===== src/rtl/pmc_ramp_ctrl.sv =====
// Proportional ramp controller for speed/direction with sensor overrides.
// One instance per TMR lane, between the command receiver and the motor drive.
`timescale 1ns/1ps
module pmc_ramp_ctrl #(
    parameter int unsigned W         = 4,
    parameter int unsigned DIV       = 4,
    parameter int unsigned KP_SHIFT  = 2,
    parameter int unsigned STEP_MAX  = 3,
    parameter int unsigned DEF_SPEED = 5,
    parameter int unsigned DEF_DIR   = 8
) (
    input  logic         clk,
    input  logic         rst,
    input  logic         en,
    input  logic [W-1:0] speed_cmd,
    input  logic [W-1:0] dir_cmd,
    input  logic [1:0]   mode,
    input  logic         f1,
    input  logic         f2,
    input  logic         b1,
    input  logic         b2,
    input  logic         estop,
    output logic [W-1:0] speed_o,
    output logic [W-1:0] dir_o,
    output logic         settled,
    output logic         tick_o
);

    localparam logic [W-1:0] MAXV = '1;
    localparam int unsigned  CW   = (DIV > 1) ? $clog2(DIV) : 1;
    localparam logic [CW-1:0] CNT_LAST = CW'(DIV - 1);
    localparam logic [W-1:0] DSPD = W'(DEF_SPEED);
    localparam logic [W-1:0] DDIR = W'(DEF_DIR);
    localparam logic [W-1:0] SMAX =
        (STEP_MAX > (2**W - 1)) ? '1 : W'(STEP_MAX);

    logic [3:0]    s_meta_q;
    logic [3:0]    s_sync_q;
    logic [CW-1:0] cnt_q;
    logic [CW-1:0] cnt_d;
    logic          tick;
    logic [W-1:0]  spd_q;
    logic [W-1:0]  spd_d;
    logic [W-1:0]  dir_q;
    logic [W-1:0]  dir_d;
    logic          settled_q;
    logic          settled_d;
    logic [W-1:0]  nom_spd;
    logic [W-1:0]  nom_dir;
    logic [W-1:0]  tgt_spd;
    logic [W-1:0]  tgt_dir;
    logic          spd_fast;

    // One proportional step toward tgt; never overshoots, never wraps.
    function automatic logic [W-1:0] ramp_next(
        input logic [W-1:0] cur,
        input logic [W-1:0] tgt,
        input logic         fast
    );
        logic signed [W:0] err;
        logic [W-1:0]      mag;
        logic [W-1:0]      raw;
        logic [W-1:0]      step;
        err = $signed({1'b0, tgt}) - $signed({1'b0, cur});
        mag = err[W] ? W'(-err) : err[W-1:0];
        raw = mag >> KP_SHIFT;
        if (fast) begin
            step = SMAX;
        end else if (raw == '0) begin
            step = W'(1);
        end else if (raw > SMAX) begin
            step = SMAX;
        end else begin
            step = raw;
        end
        if (mag <= step) begin
            ramp_next = tgt;
        end else if (err[W]) begin
            ramp_next = cur - step;
        end else begin
            ramp_next = cur + step;
        end
    endfunction

    // Two-flop synchroniser for the active-low proximity sensors.
    always_ff @(posedge clk or posedge rst) begin
        if (rst) begin
            s_meta_q <= '1;
            s_sync_q <= '1;
        end else begin
            s_meta_q <= {f1, f2, b1, b2};
            s_sync_q <= s_meta_q;
        end
    end

    // Update tick divider; tick is quiet while reset is held.
    always_comb begin
        cnt_d = cnt_q;
        if (en) begin
            cnt_d = (cnt_q == CNT_LAST) ? '0 : cnt_q + 1'b1;
        end
    end

    assign tick = en && !rst && (cnt_q == CNT_LAST);

    // Tick counter register.
    always_ff @(posedge clk or posedge rst) begin
        if (rst) begin
            cnt_q <= '0;
        end else begin
            cnt_q <= cnt_d;
        end
    end

    // Target selection: estop, then mode-dependent sensor tables.
    always_comb begin
        nom_spd  = speed_cmd;
        nom_dir  = dir_cmd;
        tgt_spd  = '0;
        tgt_dir  = '0;
        spd_fast = 1'b0;
        if (mode == 2'd0 || mode == 2'd3) begin
            nom_spd = DSPD;
            nom_dir = DDIR;
        end
        if (estop) begin
            tgt_spd  = '0;
            tgt_dir  = dir_q;
            spd_fast = 1'b1;
        end else begin
            unique case (mode)
                2'd2: begin
                    tgt_spd = speed_cmd;
                    tgt_dir = dir_cmd;
                end
                2'd3: begin
                    case (s_sync_q)
                        4'b0011: begin tgt_spd = '0;      tgt_dir = nom_dir; end
                        4'b1100: begin tgt_spd = nom_spd; tgt_dir = nom_dir; end
                        4'b0111: begin tgt_spd = nom_spd; tgt_dir = MAXV;    end
                        4'b1011: begin tgt_spd = '0;      tgt_dir = '0;      end
                        4'b0100: begin tgt_spd = nom_spd; tgt_dir = MAXV;    end
                        4'b1000: begin tgt_spd = nom_spd; tgt_dir = '0;      end
                        default: begin tgt_spd = '0;      tgt_dir = nom_dir; end
                    endcase
                end
                default: begin
                    case (s_sync_q)
                        4'b0011: begin tgt_spd = '0;      tgt_dir = nom_dir; end
                        4'b1100: begin tgt_spd = MAXV;    tgt_dir = nom_dir; end
                        4'b0111: begin tgt_spd = nom_spd; tgt_dir = MAXV;    end
                        4'b1011: begin tgt_spd = nom_spd; tgt_dir = '0;      end
                        4'b0100: begin tgt_spd = MAXV;    tgt_dir = MAXV;    end
                        4'b1000: begin tgt_spd = MAXV;    tgt_dir = '0;      end
                        default: begin tgt_spd = nom_spd; tgt_dir = nom_dir; end
                    endcase
                end
            endcase
        end
    end

    // Next output values, applied only on a tick.
    always_comb begin
        spd_d     = spd_q;
        dir_d     = dir_q;
        settled_d = settled_q;
        if (tick) begin
            spd_d     = ramp_next(spd_q, tgt_spd, spd_fast);
            dir_d     = ramp_next(dir_q, tgt_dir, 1'b0);
            settled_d = (spd_d == tgt_spd) && (dir_d == tgt_dir);
        end
    end

    // Output registers.
    always_ff @(posedge clk or posedge rst) begin
        if (rst) begin
            spd_q     <= '0;
            dir_q     <= '0;
            settled_q <= 1'b0;
        end else begin
            spd_q     <= spd_d;
            dir_q     <= dir_d;
            settled_q <= settled_d;
        end
    end

    assign speed_o = spd_q;
    assign dir_o   = dir_q;
    assign settled = settled_q;
    assign tick_o  = tick;

endmodule


===== config.mk =====
export PLATFORM = sky130hd
export DESIGN_NAME = pmc_ramp_ctrl
export DESIGN_NICKNAME = d
export VERILOG_FILES = /design/src/rtl/pmc_ramp_ctrl.sv
export SDC_FILE = /design/constraint.sdc
export NUM_CORES = 1
export LEC_CHECK = 0
export ABC_AREA = 0
export BUFFER_PORTS_ARGS = -buffer_cell sky130_fd_sc_hd__buf_2
export CAP_MARGIN = 20
export CORE_MARGIN = 1
export CORE_UTILIZATION = 53
export DETAILED_ROUTE_END_ITERATION = 7
export PLACE_DENSITY_LB_ADDON = 0.08
export SLEW_MARGIN = 20
export SYNTH_ARGS = -nofsm -noshare
export SYNTH_HDL_FRONTEND = slang
export SYNTH_SLANG_ARGS = --single-unit

===== constraint.sdc =====
create_clock -name clk -period 4.8 [get_ports clk]
set_input_delay 0.24 -clock clk [delete_from_list [all_inputs] [get_ports clk]]
set_output_delay 0.24 -clock clk [all_outputs]
set_load 0.01 [all_outputs]

==> key figures, run 1 <==
Synth
  • Post-synthesis instance total: 248
  • Area share of and/or/nand/nor cells after synthesis: 0.162
  • Number of synthesized flops with an enable pin: 0
  • Xor-xnor portion of the synthesized cell area: 0.0798
  • Share of the synthesized area in compound gates (AO/OA/AOI/OAI): 0.248
  • Post-synthesis mux area share: 0.0534
  • Cell variety after synth: 56
  • Main combinational cell family by area after synthesis: compound AO/OA/AOI/OAI gates
  • Most used flip-flop cell after synthesis: sky130_fd_sc_hd__dfrtp_1
  • Sequential area share after synthesis: 0.223
  • Post-synthesis instance area: between 2000 and 2500 um^2
  • Async set-reset flop share out of synthesis: 1.00
  • Post-Synth Adder-Cell Area: 0.180
  • Syn avg cell area: a little under 9 um^2
  • Post-synthesis net count: a little under 300
  • Count of warnings emitted by yosys: 0
  • Synth Register Bits: 19

Setup path
  • Classification of the worst setup path: reg -> reg
  • Top fanout value on the critical path: 5
  • Reg-to-reg critical path endpoint: settled
  • Data required time of the critical path: slightly below 5000 ps
  • Number of cell instances on the worst register-to-register path: 22
  • Source of the worst register-to-register timing path: s_sync_q[3]
  • Sort of element at the start of the critical path: register
  • Critical Path Slowest Stage Cell: sky130_fd_sc_hd__dfstp_2
  • Startpoint of the worst setup timing path: s_sync_q[3]
  • Worst-case register-to-register setup slack: between 100 and 150 ps
  • Cells along the critical path: and3b_2 > o2111ai_2 > o211ai_1 > o21a_1 > ha_4 > nor2b_1 > a221oi_4 > xnor2_2 > a21boi_2 > o21ai_1 > a21o_1 > inv_1 > ha_1 > nand2_1 > o21ai_2 > fa_2 > xor2_4 > nand3_1 > nor2_1 > o41ai_2 > nand4_1 > o221a_1
  • Longest individual stage delay on the worst path: 530 ps
  • Data arrival at the endpoint of the critical path: around 4800 ps
  • Capturing element type of the critical path: register

Timing
  • Unrepaired setup endpoints after global routing: yes
  • Max-slew headroom at the worst pin: 0.542
  • Max-slew violation count: 0
  • Fin. Hold Viols: 0
  • Slew @ Worst Pin: about 690 ps
  • Highest clock frequency the design can meet: around 210 MHz
  • Final Setup Violations: 0
  • Max Clock Skew: a little over 3 ps
  • Period utilisation layout: 0.978
  • Period minus WS final: around 4700 ps

Drt
  • Iteration count of the initial detailed-routing pass: 4
  • Antenna Violating Nets Remaining: 0
  • Number of remaining DRC errors: 0
  • DR WL/cell: around 15 um
  • Via density per instance: 5.63
  • Via count: between 2000 and 2500
  • Detailed router's first-iteration violation count: ~170
  • Final routed wirelength across all metal layers: around 5.2 mm

Global route
  • Overall overflow remaining after global route: 0
  • Pin count of the biggest net entering global routing: 21
  • Vias in the first global route: between 1500 and 2000
  • Number of antenna violations at the first check in global routing: 0
  • Global routing usage summed across all routing layers: 0.238
  • Wire length of the first global-routing pass: 8.10 mm

Place
  • Half-perimeter wire length after placement: slightly below 4 mm
  • Total of buffers placed on input and output ports: 27
  • Final Wtd Congestion: between 0.8 and 0.9
  • Cell area after placement: about 2500 um^2

Finish
  • Finished layout cell area: about 2900 um^2
  • N_diodes: 0
  • Fraction of layout instances using a drive strength above 1: 0.412
  • Layout area overhead: 31.8%
  • Number of nets at the end of the flow: between 300 and 400

Floorplanning
  • Core Rows: 22
  • Horizontal die dimension: roughly 66 um
  • Die extent in y: around 66 um
  • Initial core utilization: 0.573
  • Count of boundary I/O pins: 28
  • Die Footprint: between 4000 and 5000 um^2
  • Floorplan Core Area: ~3800 um^2

Clocking
  • Clock tree from TritonCTS: built
  • Clock-pin slew on the worst setup and hold paths: 60 ps
  • Buffer cell driving the clock tree root: sky130_fd_sc_hd__clkbuf_8
  • Worst-case clock buffer depth: 2
  • Insertion delay of the later-clocked pin in the worst-skew pair: 250 ps
  • Max H-tree Level: 1
  • CTS sink count: 19
  • Cts bufs inserted: 3

Min path
  • Worst hold path class: in -> async

Run
  • Maxcap violations: 0

Run status
  • Status: finished, final reports clean
per-layer routing:
layer	vias to the layer above	global-route usage	wire length, um
li1	1008	-	-
met1	947	0.370	2640
met2	47	0.366	2350
met3	2	0.0224	240
met4	0	0.0239	18
met5	-	0	0
how the worst max path moves through the flow:
stage                         end  cells past startpoint
after floorplan           settled                     23
after global placement    settled                     24
after detailed placement  settled                     24
after CTS                 settled                     22
after global routing      settled                     25
final                     settled                     22
cell usage after synthesis (4+ instances only):
cell	count	area share
sky130_fd_sc_hd__xor2_1	7	0.028
sky130_fd_sc_hd__mux2_2	5	0.026
sky130_fd_sc_hd__nor2b_1	5	0.014
sky130_fd_sc_hd__xnor2_1	11	0.044
sky130_fd_sc_hd__nand2_1	25	0.043
sky130_fd_sc_hd__inv_1	24	0.041
sky130_fd_sc_hd__a21oi_1	12	0.028
sky130_fd_sc_hd__nand3_1	7	0.016
sky130_fd_sc_hd__dfrtp_1	11	0.13
sky130_fd_sc_hd__fa_1	4	0.037
sky130_fd_sc_hd__mux2i_1	6	0.028
sky130_fd_sc_hd__o21ai_0	14	0.032
sky130_fd_sc_hd__ha_1	25	0.14
sky130_fd_sc_hd__o21ai_1	5	0.011
sky130_fd_sc_hd__dfstp_2	8	0.096
sky130_fd_sc_hd__nor3_1	4	0.0092
sky130_fd_sc_hd__nor2_1	19	0.033
sky130_fd_sc_hd__nand2b_1	4	0.011
what timing repair did:
| action | in CTS | in global routing |
|---|---|---|
| pin swaps | 6 | 33 |
| hold buffers | 0 | 0 |
| endpoints found under the setup margin | 1 | 5 |
| buffers inserted | 4 | 7 |
| resized for setup | 5 | 40 |
critical path: cells and delay by family, from the launching register on:
family / cells / cell delay [ps]
compound gates: 10 / 1750
xor+xnor: 2 / 510
flops: 1 / 530
simple gates: 6 / 810
fa+ha+maj: 3 / 920
buf+inv: 1 / 60
sequential cells by signal (all words and copies together), names as in the netlist:
signal / flops
settled: 1
s_sync_q: 4
speed_o: 4
s_meta_q: 4
cnt_q: 2
dir_o: 4
cells by family (layout without fill, tap and decap cells):
kind of cell,Yosys count,after routing
adder cells (fa/ha/maj),29,29
AO/OA/AOI/OAI,67,67
multiplexers,11,11
AND/OR/NAND/NOR,75,75
flip-flops,19,19
buffers and inverters,28,88
XOR/XNOR,19,19
cell usage in the layout (no fill, tap or decap), drive strengths merged, types with 6 or more instances in the layout:
master	count
a21oi	14
o21ai	22
xor2	7
buf	60
xnor2	12
nand3	7
nor2	20
ha	25
nand2	25
mux2i	6
inv	24
dfstp	8
dfrtp	11
final cells by class:
cell class / count / area (um^2)
inverters: 24 / 90.1
repair buffers: 60 / 390
clock buffers: 4 / 45.0
fillers: 269 / 928
multi-input cells: 201 / 1800
well taps: 48 / 60.1
flip-flops and latches: 19 / 485
through the flow:
stage | worst slack (ps) | hold slack, ps | utilization | TNS, ps | std cells
final | 105 | 86.5 | 0.756 | 0 | 356
after detailed placement | -216 | 346 | 0.667 | -216 | 342
after CTS | 14.5 | 78.6 | 0.692 | 0 | 350
after global placement | -247 | 345 | 0.667 | -247 | 342
after global routing | -163 | 70.7 | 0.756 | -227 | 356
after floorplan | 34.5 | 194 | - | 0 | 248
Power of run 1 is left out: the tool's default activity adds up to more than one toggle a clock period on the data nets, which glitch-free logic cannot reach.
==> inputs of run 2 (changes only) <==
Settings changed: ABC_CLOCK_PERIOD_IN_PS set to 4800, CORE_UTILIZATION 53 to 55, CTS_BUF_LIST set to sky130_fd_sc_hd__clkbuf_8.
==> run 2 against run 1 <==
Clock skew fell by 1.6 ps. Worst setup slack got worse by 75 ps. Global-route usage fell by 0.41 points. Final area fell by 2.2%. Hold slack got worse by 10 ps. Sequential share of layout area rose by 0.38 points. Final cell count fell by 0.84%. Flip-flop and latch count did not move. Critical endpoint unchanged. Largest cell class unchanged.
==> key figures, run 2 (same netlist as run 1, synthesis figures left out) <==
Drt
  • Final routed wirelength across all metal layers: 5.09 mm (-2.8%)
  • Antenna Violating Nets Remaining: 0 (unchanged)
  • DR WL/cell: 14.4 um (-2.0%)
  • Via density per instance: 5.65 (+0.40%)
  • Via count: 1995 (-0.45%)
  • Detailed router's first-iteration violation count: 123 (-26%)
  • Number of remaining DRC errors: 0 (unchanged)
  • Iteration count of the initial detailed-routing pass: 4 (unchanged)

Global route
  • Pin count of the biggest net entering global routing: 21 (unchanged)
  • Vias in the first global route: 1789 (unchanged)
  • Wire length of the first global-routing pass: 7.69 mm (-5.0%)
  • Global routing usage summed across all routing layers: 0.234 (-0.00409)
  • Number of antenna violations at the first check in global routing: 0 (unchanged)
  • Overall overflow remaining after global route: 0 (unchanged)

Timing
  • Period minus WS final: 4770 ps (+75.2 ps)
  • Final Setup Violations: 0 (unchanged)
  • Max-slew violation count: 0 (unchanged)
  • Highest clock frequency the design can meet: 210 MHz (-1.6%)
  • Final hold slack: 76.4 ps (-10.1 ps)
  • Unrepaired setup endpoints after global routing: yes
  • Fin. Hold Viols: 0 (unchanged)
  • Slew @ Worst Pin: 664 ps (-22.3 ps)
  • Max Clock Skew: 1.45 ps (-1.57 ps)
  • Max-slew headroom at the worst pin: 0.557 (+0.0149)
  • Period utilisation layout: 0.994 (+0.0157)

Finish
  • Finished layout cell area: 2810 um^2 (-2.2%)
  • Most frequent cells in the layout: sky130_fd_sc_hd__buf_4, sky130_fd_sc_hd__buf_2, sky130_fd_sc_hd__inv_1, sky130_fd_sc_hd__nand2_1, sky130_fd_sc_hd__ha_1
  • Flip-flop and latch area: 485 um^2 (unchanged)
  • Commonest non-fill, non-tap cell in the layout: sky130_fd_sc_hd__buf_4
  • Number of fill cells in the layout: 280 (+4.1%)
  • Fraction of layout instances using a drive strength above 1: 0.397 (-0.0156)
  • Layout area overhead: 28.9%
  • N_diodes: 0 (unchanged)
  • Final design utilization: 0.756 (about the same)
  • Multi-input gate area: 1770 um^2 (-1.8%)
  • Number of nets at the end of the flow: 353 (-0.84%)

Run
  • Maxcap violations: 0 (unchanged)

Clocking
  • Buffer cell driving the clock tree root: sky130_fd_sc_hd__clkbuf_8
  • Cts bufs inserted: 3 (unchanged)
  • Insertion delay of the later-clocked pin in the worst-skew pair: 250 ps (about the same)
  • Clock tree from TritonCTS: built
  • Clock-pin slew on the worst setup and hold paths: 60 ps (about the same)
  • Worst-case clock buffer depth: 2 (unchanged)
  • Hold buffer count at cts: 0 (unchanged)
  • Max H-tree Level: 1 (unchanged)
  • CTS sink count: 19 (unchanged)

Floorplanning
  • Floorplan Core Area: 3720 um^2 (-2.2%)
  • Die Footprint: 4220 um^2 (-3.5%)
  • Core Rows: 22 (unchanged)
  • Initial core utilization: 0.586 (+0.0127)
  • Die extent in y: 64.9 um (-1.8%)
  • Horizontal die dimension: 64.9 um (-1.8%)
  • Count of boundary I/O pins: 28 (unchanged)

Setup path
  • Capturing element type of the critical path: register
  • Classification of the worst setup path: reg -> reg
  • Worst-case register-to-register setup slack: 30 ps (-80 ps)
  • Top fanout value on the critical path: 4 (-1)
  • Number of cell instances on the worst register-to-register path: 22 (unchanged)
  • Sort of element at the start of the critical path: register
  • Reg-to-reg critical path endpoint: settled
  • Startpoint of the worst setup timing path: s_sync_q[3]
  • Source of the worst register-to-register timing path: s_sync_q[3]
  • Data arrival at the endpoint of the critical path: 4910 ps (+80 ps)
  • Data required time of the critical path: 4940 ps (about the same)

Place
  • Cell area after placement: 2500 um^2 (-1.2%)
  • Total of buffers placed on input and output ports: 27 (unchanged)
  • Final Wtd Congestion: 0.830 (-2.8%)
  • Half-perimeter wire length after placement: 3.76 mm (-4.1%)

Min path
  • Worst hold path class: in -> async

Run status
  • Status: finished, final reports clean
-- run 2: cell count changes in the layout (fill, tap and decap cells not counted), sizes merged --
cell,before,now
buf,60,57
clkbuf,4,3
inv,24,25
-- run 2: cell type report --
cell class	instances	share of cell area
clock buffers	3	0.0147
clock inverters	1	0.00134
inverters	24	0.0321
multi-input cells	201	0.629
flip-flops and latches	19	0.173
well taps	48	0.0214
repair buffers	57	0.128
-- run 2: critical path: stages, from the launching register on --
cell	delay, ps
sky130_fd_sc_hd__dfstp_2	540
sky130_fd_sc_hd__and3b_2	240
sky130_fd_sc_hd__o2111ai_2	190
sky130_fd_sc_hd__o211ai_1	200
sky130_fd_sc_hd__o21ai_2	220
sky130_fd_sc_hd__ha_2	240
sky130_fd_sc_hd__fa_2	490
sky130_fd_sc_hd__buf_4	180
sky130_fd_sc_hd__a31oi_2	230
sky130_fd_sc_hd__xor2_2	190
sky130_fd_sc_hd__nor2_2	70
sky130_fd_sc_hd__ha_1	300
sky130_fd_sc_hd__nand2_1	80
sky130_fd_sc_hd__o21ai_2	90
sky130_fd_sc_hd__inv_2	70
sky130_fd_sc_hd__ha_4	260
sky130_fd_sc_hd__nand2_2	40
sky130_fd_sc_hd__o21ai_2	170
sky130_fd_sc_hd__xnor2_1	120
sky130_fd_sc_hd__xnor2_1	250
sky130_fd_sc_hd__xor2_1	200
sky130_fd_sc_hd__nor3_2	60
sky130_fd_sc_hd__o221a_1	220
-- run 2: metrics by stage --
step	setup slack (ps)	instances	setup TNS (ps)
floorplan	34.5	248	0
global placement	-31.0	338	-31.0
detailed placement	-145	338	-145
CTS	16.7	343	0
global route	-193	353	-306
finish	29.3	353	0
-- run 2: layer usage --
metal / wire (um) / GRT usage / part of all wire / up-vias
met5: 0 / 0 / 0 / -
met4: 55 / 0.0611 / 0.011 / 0
met3: 213 / 0.0352 / 0.042 / 7
met2: 2400 / 0.352 / 0.47 / 47
met1: 2420 / 0.345 / 0.48 / 948
li1: - / - / - / 993
-- run 2: worst max-delay path by stage --
| stage | to | slack [ps] | cells after the start |
|---|---|---|---|
| finish | settled | 30 | 22 |
| global placement | settled | -30 | 21 |
| CTS | settled | 20 | 21 |
| floorplan | settled | 30 | 23 |
| detailed placement | settled | -140 | 21 |
| global route | settled | -190 | 22 |
-- run 2: what timing repair did --
action / in CTS / in global routing
pin swaps: 5 / 32
endpoints found under the setup margin: 1 / 4
buffers inserted: 1 / 10
gates resized for setup: 4 / 35
hold endpoints to repair: 0 / 0
Power of run 2 is left out for the same reason.
==> inputs of run 3 (changes only) <==
Settings changed: HOLD_SLACK_MARGIN set to 0.1.
==> run 3 against run 2 <==
Critical path depth did not move. Non-clock buffer count is 5 higher. Flip-flop and latch count did not move. Wire length grew 0.18%. Final cell count rose by 1.4%. Register-to-register slack about the same. Critical endpoint unchanged.
==> key figures, run 3 (same netlist as run 1, synthesis figures left out) <==
Timing
  • Period minus WS final: 4770 ps (+1.47 ps)
  • Max-slew headroom at the worst pin: 0.556 (about the same)
  • Unrepaired setup endpoints after global routing: yes
  • Highest clock frequency the design can meet: 210 MHz (about the same)
  • Max Clock Skew: 1.15 ps (-0.300 ps)
  • Slew @ Worst Pin: 665 ps (+0.788 ps)
  • Final Setup Violations: 0 (unchanged)
  • Sum Neg Setup Slack: 0 ps (unchanged)
  • Max-slew violation count: 0 (unchanged)
  • Period utilisation layout: 0.994 (about the same)
  • Fin. Hold Viols: 0 (unchanged)

Place
  • Total of buffers placed on input and output ports: 27 (unchanged)
  • Half-perimeter wire length after placement: 3.76 mm (unchanged)
  • Final Wtd Congestion: 0.830 (unchanged)

Finish
  • Number of fill cells in the layout: 272 (-2.9%)
  • Fraction of layout instances using a drive strength above 1: 0.390 (-0.00640)
  • N_diodes: 0 (unchanged)
  • Most frequent cells in the layout: sky130_fd_sc_hd__buf_4, sky130_fd_sc_hd__buf_2, sky130_fd_sc_hd__inv_1, sky130_fd_sc_hd__nand2_1, sky130_fd_sc_hd__ha_1
  • Layout area overhead: 31.2%
  • Commonest non-fill, non-tap cell in the layout: sky130_fd_sc_hd__buf_4
  • Flip-flop and latch area: 485 um^2 (unchanged)
  • Multi-input gate area: 1770 um^2 (unchanged)
  • Number of nets at the end of the flow: 358 (+1.4%)

Drt
  • Final routed wirelength across all metal layers: 5.10 mm (+0.18%)
  • Detailed router's first-iteration violation count: 182 (+48%)
  • Number of remaining DRC errors: 0 (unchanged)
  • Via density per instance: 5.63 (-0.46%)
  • Antenna Violating Nets Remaining: 0 (unchanged)
  • Iteration count of the initial detailed-routing pass: 4 (unchanged)
  • Via count: 2014 (+0.95%)
  • DR WL/cell: 14.3 um (-1.2%)

Global route
  • Pin count of the biggest net entering global routing: 21 (unchanged)
  • Global routing usage summed across all routing layers: 0.234 (unchanged)
  • Wire length of the first global-routing pass: 7.70 mm (about the same)
  • Overall overflow remaining after global route: 0 (unchanged)
  • Vias in the first global route: 1795 (+0.34%)
  • Number of antenna violations at the first check in global routing: 0 (unchanged)

Clocking
  • Worst-case clock buffer depth: 2 (unchanged)
  • Clock-pin slew on the worst setup and hold paths: 60 ps (about the same)
  • Clock tree from TritonCTS: built
  • CTS sink count: 19 (unchanged)
  • Max H-tree Level: 1 (unchanged)
  • Insertion delay of the later-clocked pin in the worst-skew pair: 250 ps (about the same)
  • Buffer cell driving the clock tree root: sky130_fd_sc_hd__clkbuf_8
  • Cts bufs inserted: 3 (unchanged)

Run
  • Maxcap violations: 0 (unchanged)

Setup path
  • Number of gates on the worst path with buffers counted: 22 (unchanged)
  • Cells along the critical path: and3b_2 > o2111ai_2 > o211ai_1 > o21ai_2 > ha_2 > fa_2 > buf_4 > a31oi_2 > xor2_2 > nor2_2 > ha_1 > nand2_1 > o21ai_2 > inv_2 > ha_4 > nand2_2 > o21ai_2 > xnor2_1 > xnor2_1 > xor2_1 > nor3_2 > o221a_1
  • Data required time of the critical path: 4940 ps (about the same)
  • Critical Path Slowest Stage Cell: sky130_fd_sc_hd__dfstp_2
  • Crit-path most repeated cell: sky130_fd_sc_hd__o21ai_2
  • Number of cell instances on the worst register-to-register path: 22 (unchanged)
  • Classification of the worst setup path: reg -> reg
  • Top fanout value on the critical path: 4 (unchanged)
  • Sort of element at the start of the critical path: register
  • Data arrival at the endpoint of the critical path: 4910 ps (about the same)
  • Count of buffering cells on the critical path with inverters included: 2 (unchanged)
  • Longest individual stage delay on the worst path: 540 ps (about the same)
  • Capturing element type of the critical path: register
  • Dominant delay contributor by cell family on the critical path: compound AO/OA/AOI/OAI gates

Floorplanning
  • Horizontal die dimension: 64.9 um (unchanged)
  • Floorplan Core Area: 3720 um^2 (unchanged)
  • Die extent in y: 64.9 um (unchanged)
  • Die Footprint: 4220 um^2 (unchanged)
  • Count of boundary I/O pins: 28 (unchanged)
  • Initial core utilization: 0.586 (unchanged)
  • Core Rows: 22 (unchanged)

Run status
  • Status: finished, final reports clean

Min path
  • Worst hold path class: in -> reg
  • Hold Crit Depth: 2
[run 3: changes by cell type in the layout (fill, tap and decap cells not counted)]
cell                            change
sky130_fd_sc_hd__dlygate4sd3_1      +5
[run 3: final timing paths]
path,from,to,slack [ps]
setup reg to reg,s_sync_q[3],settled,30
hold / removal,en,cnt_q[0],220
max in group asynchronous,rst,cnt_q[1],3750
hold reg to reg,s_meta_q[2],s_sync_q[2],360
min in group asynchronous,rst,speed_o[3],630
setup / recovery,s_sync_q[3],settled,30
[run 3: per-layer routing]
metal | wire length [um] | vias up | GRT usage
li1 | - | 1003 | -
met1 | 2430 | 954 | 0.345
met2 | 2390 | 50 | 0.352
met3 | 228 | 7 | 0.0352
met4 | 55 | 0 | 0.0611
met5 | 0 | - | 0
[run 3: timing repair]
action | 4_1_cts | 5_1_grt
hold buffers | 5 | 0
setup endpoints to repair | 1 | 4
buffers inserted | 1 | 10
gates resized for setup | 4 | 35
pin swaps | 5 | 32
hold endpoints to repair | 15 | 0
[run 3: area by class of cell]
class / count / area share
Multi-Input combinational cell: 201 / 0.618
Sequential cell: 19 / 0.170
Timing Repair Buffer: 62 / 0.144
Inverter: 24 / 0.0315
Tap cell: 48 / 0.0210
Clock buffer: 3 / 0.0144
Clock inverter: 1 / 0.00131
[run 3: metrics by stage]
step                worst slack [ps]  hold slack [ps]  cells   util  instance area (um^2)
floorplan                       34.5              194    248      -                  2190
global placement               -31.0              345    338  0.674                  2500
detailed placement              -145              346    338  0.674                  2500
CTS                             16.7              214    348  0.703                  2610
global route                    -193              248    358  0.769                  2860
finish                          27.8              222    358  0.769                  2860
[run 3: worst register-to-register path: stages, from the launching register on]
cell and delay [ps]:
sky130_fd_sc_hd__dfstp_2 540, sky130_fd_sc_hd__and3b_2 240, sky130_fd_sc_hd__o2111ai_2 190, sky130_fd_sc_hd__o211ai_1 200, sky130_fd_sc_hd__o21ai_2 220, sky130_fd_sc_hd__ha_2 240, sky130_fd_sc_hd__fa_2 490, sky130_fd_sc_hd__buf_4 180
sky130_fd_sc_hd__a31oi_2 230, sky130_fd_sc_hd__xor2_2 190, sky130_fd_sc_hd__nor2_2 70, sky130_fd_sc_hd__ha_1 300, sky130_fd_sc_hd__nand2_1 80, sky130_fd_sc_hd__o21ai_2 90, sky130_fd_sc_hd__inv_2 70, sky130_fd_sc_hd__ha_4 260
sky130_fd_sc_hd__nand2_2 40, sky130_fd_sc_hd__o21ai_2 170, sky130_fd_sc_hd__xnor2_1 120, sky130_fd_sc_hd__xnor2_1 250, sky130_fd_sc_hd__xor2_1 200, sky130_fd_sc_hd__nor3_2 60, sky130_fd_sc_hd__o221a_1 220
Power of run 3 is left out for the same reason.
